### config.mk
export PLATFORM = sky130hd
export DESIGN_NAME = counter_seq_ctrl
export DESIGN_NICKNAME = d
export VERILOG_FILES = /design/src/rtl/counter_seq_ctrl.sv
export SDC_FILE = /design/constraint.sdc
export NUM_CORES = 1
export LEC_CHECK = 0
export ABC_AREA = 1
export CORE_ASPECT_RATIO = 0.6
export CORE_MARGIN = 5
export CORE_UTILIZATION = 34
export DETAILED_ROUTE_END_ITERATION = 8
export DONT_BUFFER_PORTS = 1
export GPL_TIMING_DRIVEN = 0
export PLACE_DENSITY_LB_ADDON = 0.3
export SLEW_MARGIN = 0
export SYNTH_ARGS = -nofsm -noshare
export SYNTH_HDL_FRONTEND = slang
export SYNTH_SLANG_ARGS = --single-unit
export TNS_END_PERCENT = 5
### constraint.sdc
create_clock -name clk -period 2.3 [get_ports clk]
set_clock_uncertainty 0.2 [all_clocks]
set_input_delay 0.23 -clock clk [delete_from_list [all_inputs] [get_ports clk]]
set_output_delay 0.23 -clock clk [all_outputs]
set_load 0.01 [all_outputs]
### src/rtl/counter_seq_ctrl.sv
// Sequencing controller for a WIDTH-bit up/down counter: configuration handshake,
// run/pause/resume/abort state machine, registered count and one-cycle event pulses.
module counter_seq_ctrl #(
    parameter int WIDTH = 3
) (
    input  logic             clk,
    input  logic             reset,
    input  logic             cfg_valid,
    output logic             cfg_ready,
    input  logic [WIDTH-1:0] cfg_limit,
    input  logic             cfg_dir,
    input  logic             cfg_mode,
    input  logic             start,
    input  logic             pause,
    input  logic             abort,
    output logic [WIDTH-1:0] count,
    output logic [2:0]       state,
    output logic             busy,
    output logic             done,
    output logic             wrap
);

    typedef enum logic [2:0] {
        ST_IDLE  = 3'd0,
        ST_ARMED = 3'd1,
        ST_RUN   = 3'd2,
        ST_HOLD  = 3'd3,
        ST_DONE  = 3'd4
    } state_e;

    state_e           state_q, state_d;
    logic [WIDTH-1:0] count_q, count_d;
    logic [WIDTH-1:0] limit_q, limit_d;
    logic             dir_q, dir_d;
    logic             mode_q, mode_d;
    logic             done_q, done_d;
    logic             wrap_q, wrap_d;
    logic             cfg_acc_s;
    logic             at_term_s;

    // Down-counting starts from the limit; up-counting starts from zero.
    function automatic logic [WIDTH-1:0] start_val(input logic [WIDTH-1:0] lim,
                                                   input logic dir);
        logic [WIDTH-1:0] sv;
        if (dir) begin
            sv = lim;
        end else begin
            sv = {WIDTH{1'b0}};
        end
        return sv;
    endfunction

    function automatic logic [WIDTH-1:0] term_val(input logic [WIDTH-1:0] lim,
                                                  input logic dir);
        logic [WIDTH-1:0] tv;
        if (dir) begin
            tv = {WIDTH{1'b0}};
        end else begin
            tv = lim;
        end
        return tv;
    endfunction

    assign cfg_ready = (state_q == ST_IDLE) || (state_q == ST_ARMED) || (state_q == ST_DONE);
    assign busy      = (state_q == ST_RUN) || (state_q == ST_HOLD);
    assign cfg_acc_s = cfg_valid && cfg_ready;
    assign at_term_s = (count_q == term_val(limit_q, dir_q));

    assign count = count_q;
    assign state = state_q;
    assign done  = done_q;
    assign wrap  = wrap_q;

    // Next-state, count and pulse decode; abort outranks config accept, which outranks state actions.
    always_comb begin
        state_d = state_q;
        count_d = count_q;
        limit_d = limit_q;
        dir_d   = dir_q;
        mode_d  = mode_q;
        done_d  = 1'b0;
        wrap_d  = 1'b0;
        if (abort) begin
            state_d = ST_IDLE;
            count_d = {WIDTH{1'b0}};
        end else if (cfg_acc_s) begin
            limit_d = cfg_limit;
            dir_d   = cfg_dir;
            mode_d  = cfg_mode;
            count_d = start_val(cfg_limit, cfg_dir);
            state_d = ST_ARMED;
        end else begin
            case (state_q)
                ST_IDLE: begin
                    state_d = ST_IDLE;
                end
                ST_ARMED: begin
                    if (start) begin
                        state_d = ST_RUN;
                    end else begin
                        state_d = ST_ARMED;
                    end
                end
                ST_RUN: begin
                    // Terminal action takes precedence over pause so a held counter never sits at TV.
                    if (at_term_s) begin
                        if (mode_q) begin
                            count_d = start_val(limit_q, dir_q);
                            wrap_d  = 1'b1;
                        end else begin
                            state_d = ST_DONE;
                            done_d  = 1'b1;
                        end
                    end else if (pause) begin
                        state_d = ST_HOLD;
                    end else if (dir_q) begin
                        count_d = count_q - WIDTH'(1'b1);
                    end else begin
                        count_d = count_q + WIDTH'(1'b1);
                    end
                end
                ST_HOLD: begin
                    if (start) begin
                        state_d = ST_RUN;
                    end else begin
                        state_d = ST_HOLD;
                    end
                end
                ST_DONE: begin
                    if (start) begin
                        count_d = start_val(limit_q, dir_q);
                        state_d = ST_RUN;
                    end else begin
                        state_d = ST_DONE;
                    end
                end
                default: begin
                    state_d = ST_IDLE;
                    count_d = {WIDTH{1'b0}};
                end
            endcase
        end
    end

    // State, count, latched configuration and event pulse registers.
    always_ff @(posedge clk or negedge reset) begin
        if (!reset) begin
            state_q <= ST_IDLE;
            count_q <= {WIDTH{1'b0}};
            limit_q <= {WIDTH{1'b0}};
            dir_q   <= 1'b0;
            mode_q  <= 1'b0;
            done_q  <= 1'b0;
            wrap_q  <= 1'b0;
        end else begin
            state_q <= state_d;
            count_q <= count_d;
            limit_q <= limit_d;
            dir_q   <= dir_d;
            mode_q  <= mode_d;
            done_q  <= done_d;
            wrap_q  <= wrap_d;
        end
    end

endmodule

==> Word-level counts from Yosys, hierarchy flattened <==
Index checks and enable logic that the tools add are counted.
{ "word_totals": {"elab_cells": 60, "ff_bits": 13} }
{ "op_classes": {"n_eq_ne": 11, "n_addsub": 2, "n_mux": 30, "n_reduce_logical": 9, "bitwise_logic": 1} }
{ "op_table": {"columns": ["operator", "n"], "rows": [
  ["two-way mux 3 bit", 16],
  ["inequality test 5 bit (second input constant)", 4],
  ["case mux 3 bit (4 select lines)", 1],
  ["two-way mux 1 bit", 11],
  ["case mux 3 bit (3 select lines)", 1],
  ["equality test 3 x 2 -> 1 bit (second input constant)", 2],
  ["inequality test 4 bit (second input constant)", 1],
  ["AND reduction 2 bit", 2],
  ["AND reduction 4 bit", 1],
  ["adder 3 x 1 -> 3 bit (second input constant)", 1],
  ["equality test 3 x 1 -> 1 bit (second input constant)", 1],
  ["equality test 3 bit", 1],
  ["equality test 3 bit (second input constant)", 1],
  ["zero test 3 bit", 1],
  ["logical OR 1 bit", 3],
  ["inequality test 3 x 1 -> 1 bit (second input constant)", 1],
  ["OR reduction 3 bit", 1],
  ["subtractor 3 x 1 -> 3 bit (second input constant)", 1],
  ["two-way mux 2 bit", 1],
  ["logical AND 1 bit", 1],
  ["NOT 1 bit", 1]
]} }

==> Logic depth before layout (Yosys ltp) <==
{ "depth": {"ltp_word": 7, "depth_mapped": 12, "mapped_depth_nobuf": 12} }

==> Worst setup path after synthesis <==
No wires, ideal clock.
{ "synth_timing": {"path_type": "register -> register", "startpoint": "register count_q[0] (netlist: count[0])", "endpoint": "register count_q[2] (netlist: count[2])", "setup_ps": 65, "n_path_buf": 0, "required_ps": 2035, "synth_period_minus_slack_ps": 1735, "path_slack_ps": 565, "arrival_time_ps": 1470, "path_stages_with_launch": 8, "path_cell_list": "dfrtp_1 -> fa_1 -> xnor2_1 -> xor2_1 -> nand3_1 -> nand3_1 -> nand3_1 -> nand2_1"} }
{ "synth_via": {"elab_chain_cells": 7, "elab_cells_between_ends": 12, "classes_between": "add/sub: 2; eq/ne: 3; mux: 6; reduce/logical: 1"} }
{ "synth_rtl": {"columns": ["item", "line_no", "rtl"], "rows": [
  ["from (decl)", "32", "logic [WIDTH-1:0] count_q, count_d;"],
  ["from (signal assigned)", "149", "count_q <= {WIDTH{1'b0}};"],
  ["from (signal assigned)", "157", "count_q <= count_d;"],
  ["adder 3 x 1 -> 3 bit / subtractor 3 x 1 -> 3 bit (equally long branches)", "119, 117", null],
  ["two-way mux 3 bit", "116", "end else if (dir_q) begin"],
  ["two-way mux 3 bit", "114", "end else if (pause) begin"],
  ["two-way mux 3 bit", "106", "if (at_term_s) begin"],
  ["case mux 3 bit (3 select lines)", "93", "case (state_q)"],
  ["two-way mux 3 bit", "86", "end else if (cfg_acc_s) begin"],
  ["two-way mux 3 bit", "83", "if (abort) begin"]
]} }
Several ways; a longest one is shown, not always the timed one. The select of a mux whose other input is x is not followed.
A chain may end at the register's enable or synchronous reset.

==> Worst setup path after layout <==
{ "layout_timing": {"startpoint": "register state_q[2] (netlist: state[2])", "endpoint": "register mode_q"} }
{ "layout_via": {"elab_chain_cells": 5, "elab_cells_between_ends": 7, "classes_between": "eq/ne: 2; reduce/logical: 5"} }
{ "layout_rtl": {"columns": ["item", "line_no", "rtl"], "rows": [
  ["from (decl)", "31", "state_e state_q, state_d;"],
  ["from (signal assigned)", "156", "state_q <= state_d;"],
  ["equality test 3 x 1 -> 1 bit / zero test 3 bit (equally long branches)", "64", "assign cfg_ready = (state_q == ST_IDLE) || (state_q == ST_ARMED) || (state_q == ST_DONE);"],
  ["logical OR 1 bit", "64", null],
  ["logical OR 1 bit (*)", "64", null],
  ["named net cfg_ready", "9", "output logic cfg_ready,"],
  ["logical AND 1 bit (*)", "66", "assign cfg_acc_s = cfg_valid && cfg_ready;"],
  ["AND reduction 2 bit (no source line) (*)", null, null],
  ["to (signal assigned)", "160", "mode_q <= mode_d;"],
  ["to (decl)", "35", "logic mode_q, mode_d;"]
]} }
The timed path passes the listed nets; every way through them passes the cells marked *.

==> flow_summary.yaml <==
setup_path:
  r2r_slack_ps: 210
  cp-start-kind: "register"
  required_ps: 2250
  r2r-start: "state[2]$_DFFE_PN0P_"
  cp_data_arrival_time_ps: 2040
  critical_path_depth: 6
  path_delay_family: "buffers and inverters"
  path_buf_inv: 1
  cp_slowest_stage_delay_ps: 540
  slowest_stage: "dlygate4sd3_1"
  critPathCaptureType: "register"
  r2r_end: "mode_q$_DFFE_PN0P_"
  worstSetupPathType: "register to register"
  r2r_cells: 6
  crit_path_max_fanout: 7
  crit_chain: "a21oi_2 > nand2_4 > nor2_4 > nand2_1 > dlygate4sd3_1 > o21ai_0"
  endpoint: "mode_q$_DFFE_PN0P_"
  startpoint: "state[2]$_DFFE_PN0P_"
yosys:
  ys_seq_area_share_pct: 32.8
  synth_top_area_share_pct: 32.8
  syn_avg_cell_area_um2: 7.87
  synth_top_cell_by_area: "dfrtp_1"
  synth.area.top_cells: "dfrtp_1, nand2_1, nand3_1"
  yosys_warnings: 0
  syn_nets: 138
  synth_cell_type_count: 23
  synth_area_um2: 992
  synth-edff-count: 0
  synth_cells: 126
  ys_ff_latch: 13
  ys.flop_type: "dfrtp_1"
  synthArstFlopShare_pct: 100
floorplanning:
  num_rows: 15
  die_x_um: 79.7
  die-area_um2: 4130
  start_util_pct: 35.0
  ios: 21
  dieHeight_um: 51.8
  core_area_um2: 2830
detailed_routing:
  vias_per_cell: 4.73
  drtIter0Drc: 64
  wl_met1_um: 1070
  drt_first_pass_iters: 4
  final_antenna_net_count: 0
  wl_per_cell_um: 12.4
  wl_met3_um: 214
  vias: 856
  drc: 0
  top_layer_used: "met4"
  routed_wl_um: 2240
  wl_met2_um: 921
cts:
  holdBufCountCts: 9
  cts_resized: 0
  cts_sinks: 13
  h-tree-depth: 1
  clk_pin_slew_ps: 50
  cts_setup_buffers: 0
  insertion_delay_ps: 240
  numCtsBuffers: 3
  clock_path_buffers: 2
  tritoncts: "done"
  root_buffer: "clkbuf_8"
timing:
  setup-tns-final_ps: 0
  fin_ws_ps: 211
  finalHoldViolations: 0
  hold_slack_ps: 14.3
  setup_violations: 0
  slew_violations: 0
  relSlewSlack_pct: 61.1
  rsz0062_at_grt: "false"
  post-route-period-util_pct: 90.8
  timing.final.crit_period_ps: 2090
  tightest_slew_ps: 581
  max_freq_ghz: 0.479
placed_design:
  gp_congestion: 0.771
  port_buffers: 0
  pre_cts_ws_ps: 421
  placed_cell_area_um2: 1040
  hpwl_um: 1760
layout:
  final_area_um2: 1180
  antenna_cells: 0
  nets: 152
  drive_gt1_share_pct: 25.9
  area_growth_pct: 18.9
pwr:
  p_per_area_nw_per_um2: 575
  p_int_mw: 0.451
  p_leak_nw: 0.578
  p_sw_mw: 0.228
  switching_share_pct: 33.5
  pwr-share-clk_pct: 28.9
  pwr-share-seq_pct: 42.9
  p_comb_share_pct: 28.3
  irDropWorstVdd_uv: 340
min_path:
  holdPathStages: 3
  hp-class: "input port to register"
global_route:
  antenna_found_initial: 0
  grt_max_degree: 14
  grt_pass1_vias: 747
  grt.overflow.total: 0
  grt_pass1_wl_um: 3700
  track_usage_pct: 11.7
status:
  status: "complete, no violations"
flow_run:
  cap_violations: 0
routing by layer:
metal	track usage, %	up-vias
li1	-	432
met1	17.2	385
met2	15.8	35
met3	3.29	4
met4	5.06	0
met5	0	-
cell usage in the layout (no fill, tap or decap), types with 4 or more instances in the layout:
| cell type | count |
|---|---|
| a21oi_1 | 4 |
| dfrtp_1 | 13 |
| dlygate4sd3_1 | 9 |
| inv_1 | 13 |
| inv_2 | 6 |
| nand2_1 | 28 |
| nand2_2 | 4 |
| nand2_4 | 5 |
| nand3_1 | 18 |
| nor2_1 | 8 |
| nor2_2 | 4 |
| o21ai_0 | 4 |
worst min-delay path, cell delays in order:
cell	delay, ps
nor3_2	20
nor2_2	100
nand2_1	60
final cells by class:
cell class / instances / area (um^2)
plain buffers: 1 / 11.3
clock buffers: 4 / 45.0
fillers: 279 / 1650
inverters: 19 / 71.3
multi-input cells: 93 / 584
flip-flops and latches: 13 / 325
well taps: 42 / 52.6
repair buffers: 9 / 90.1
stage by stage:
stage / utilization (%) / cells / total power [mW]
5_1_grt: 41.6 / 181 / 0.724
2_1_floorplan: - / 126 / 0.436
4_1_cts: 41.6 / 181 / 0.690
3_3_place_gp: 36.9 / 168 / 0.466
6_report: 41.6 / 181 / 0.678
3_5_place_dp: 36.9 / 168 / 0.469
worst min-delay path by stage:
stage,start,slack [ps],end
2_1_floorplan,reset,-270,count[0]$_DFFE_PN0P_
3_3_place_gp,reset,-270,wrap$_DFF_PN0_
3_5_place_dp,reset,-270,done$_DFF_PN0_
4_1_cts,pause,10,state[1]$_DFFE_PN0P_
5_1_grt,pause,50,state[1]$_DFFE_PN0P_
6_report,pause,10,state[1]$_DFFE_PN0P_
power groups by stage:
stage	combinational (mW)	clock, mW	sequential [mW]
after floorplan	0.153	0	0.282
after global placement	0.173	0	0.294
after detailed placement	0.175	0	0.295
after CTS	0.193	0.207	0.291
after global routing	0.213	0.215	0.296
final	0.192	0.196	0.291
cell families (layout without fill, tap and decap cells):
kind of cell               Yosys count  count (layout)  share of synthesized area (%)
adders and majority gates            1               1                           2.02
buffers and inverters               20              33                           8.32
muxes                                3               3                           3.40
AOI/OAI and AO/OA                    9               9                           4.92
DFF                                 13              13                           32.8
xor gates and xnor gates             2               2                           1.77
and+or+nand+nor                     78              78                           46.8
synthesized netlist by cell type, drive strengths merged, types with 2 or more instances:
master  number
nand2       37
nand3       20
inv         19
nor2        15
dfrtp       13
a21oi        5
nand4        4
o21ai        4
mux2         3
nor3         2
flip-flops by register name, summed over array words and instances, names as in the netlist:
| register | flops |
|---|---|
| done | 1 |
| mode_q | 1 |
| dir_q | 1 |
| count | 3 |
| wrap | 1 |
| limit_q | 3 |
| state | 3 |
Power figures use the tool's default switching activity.
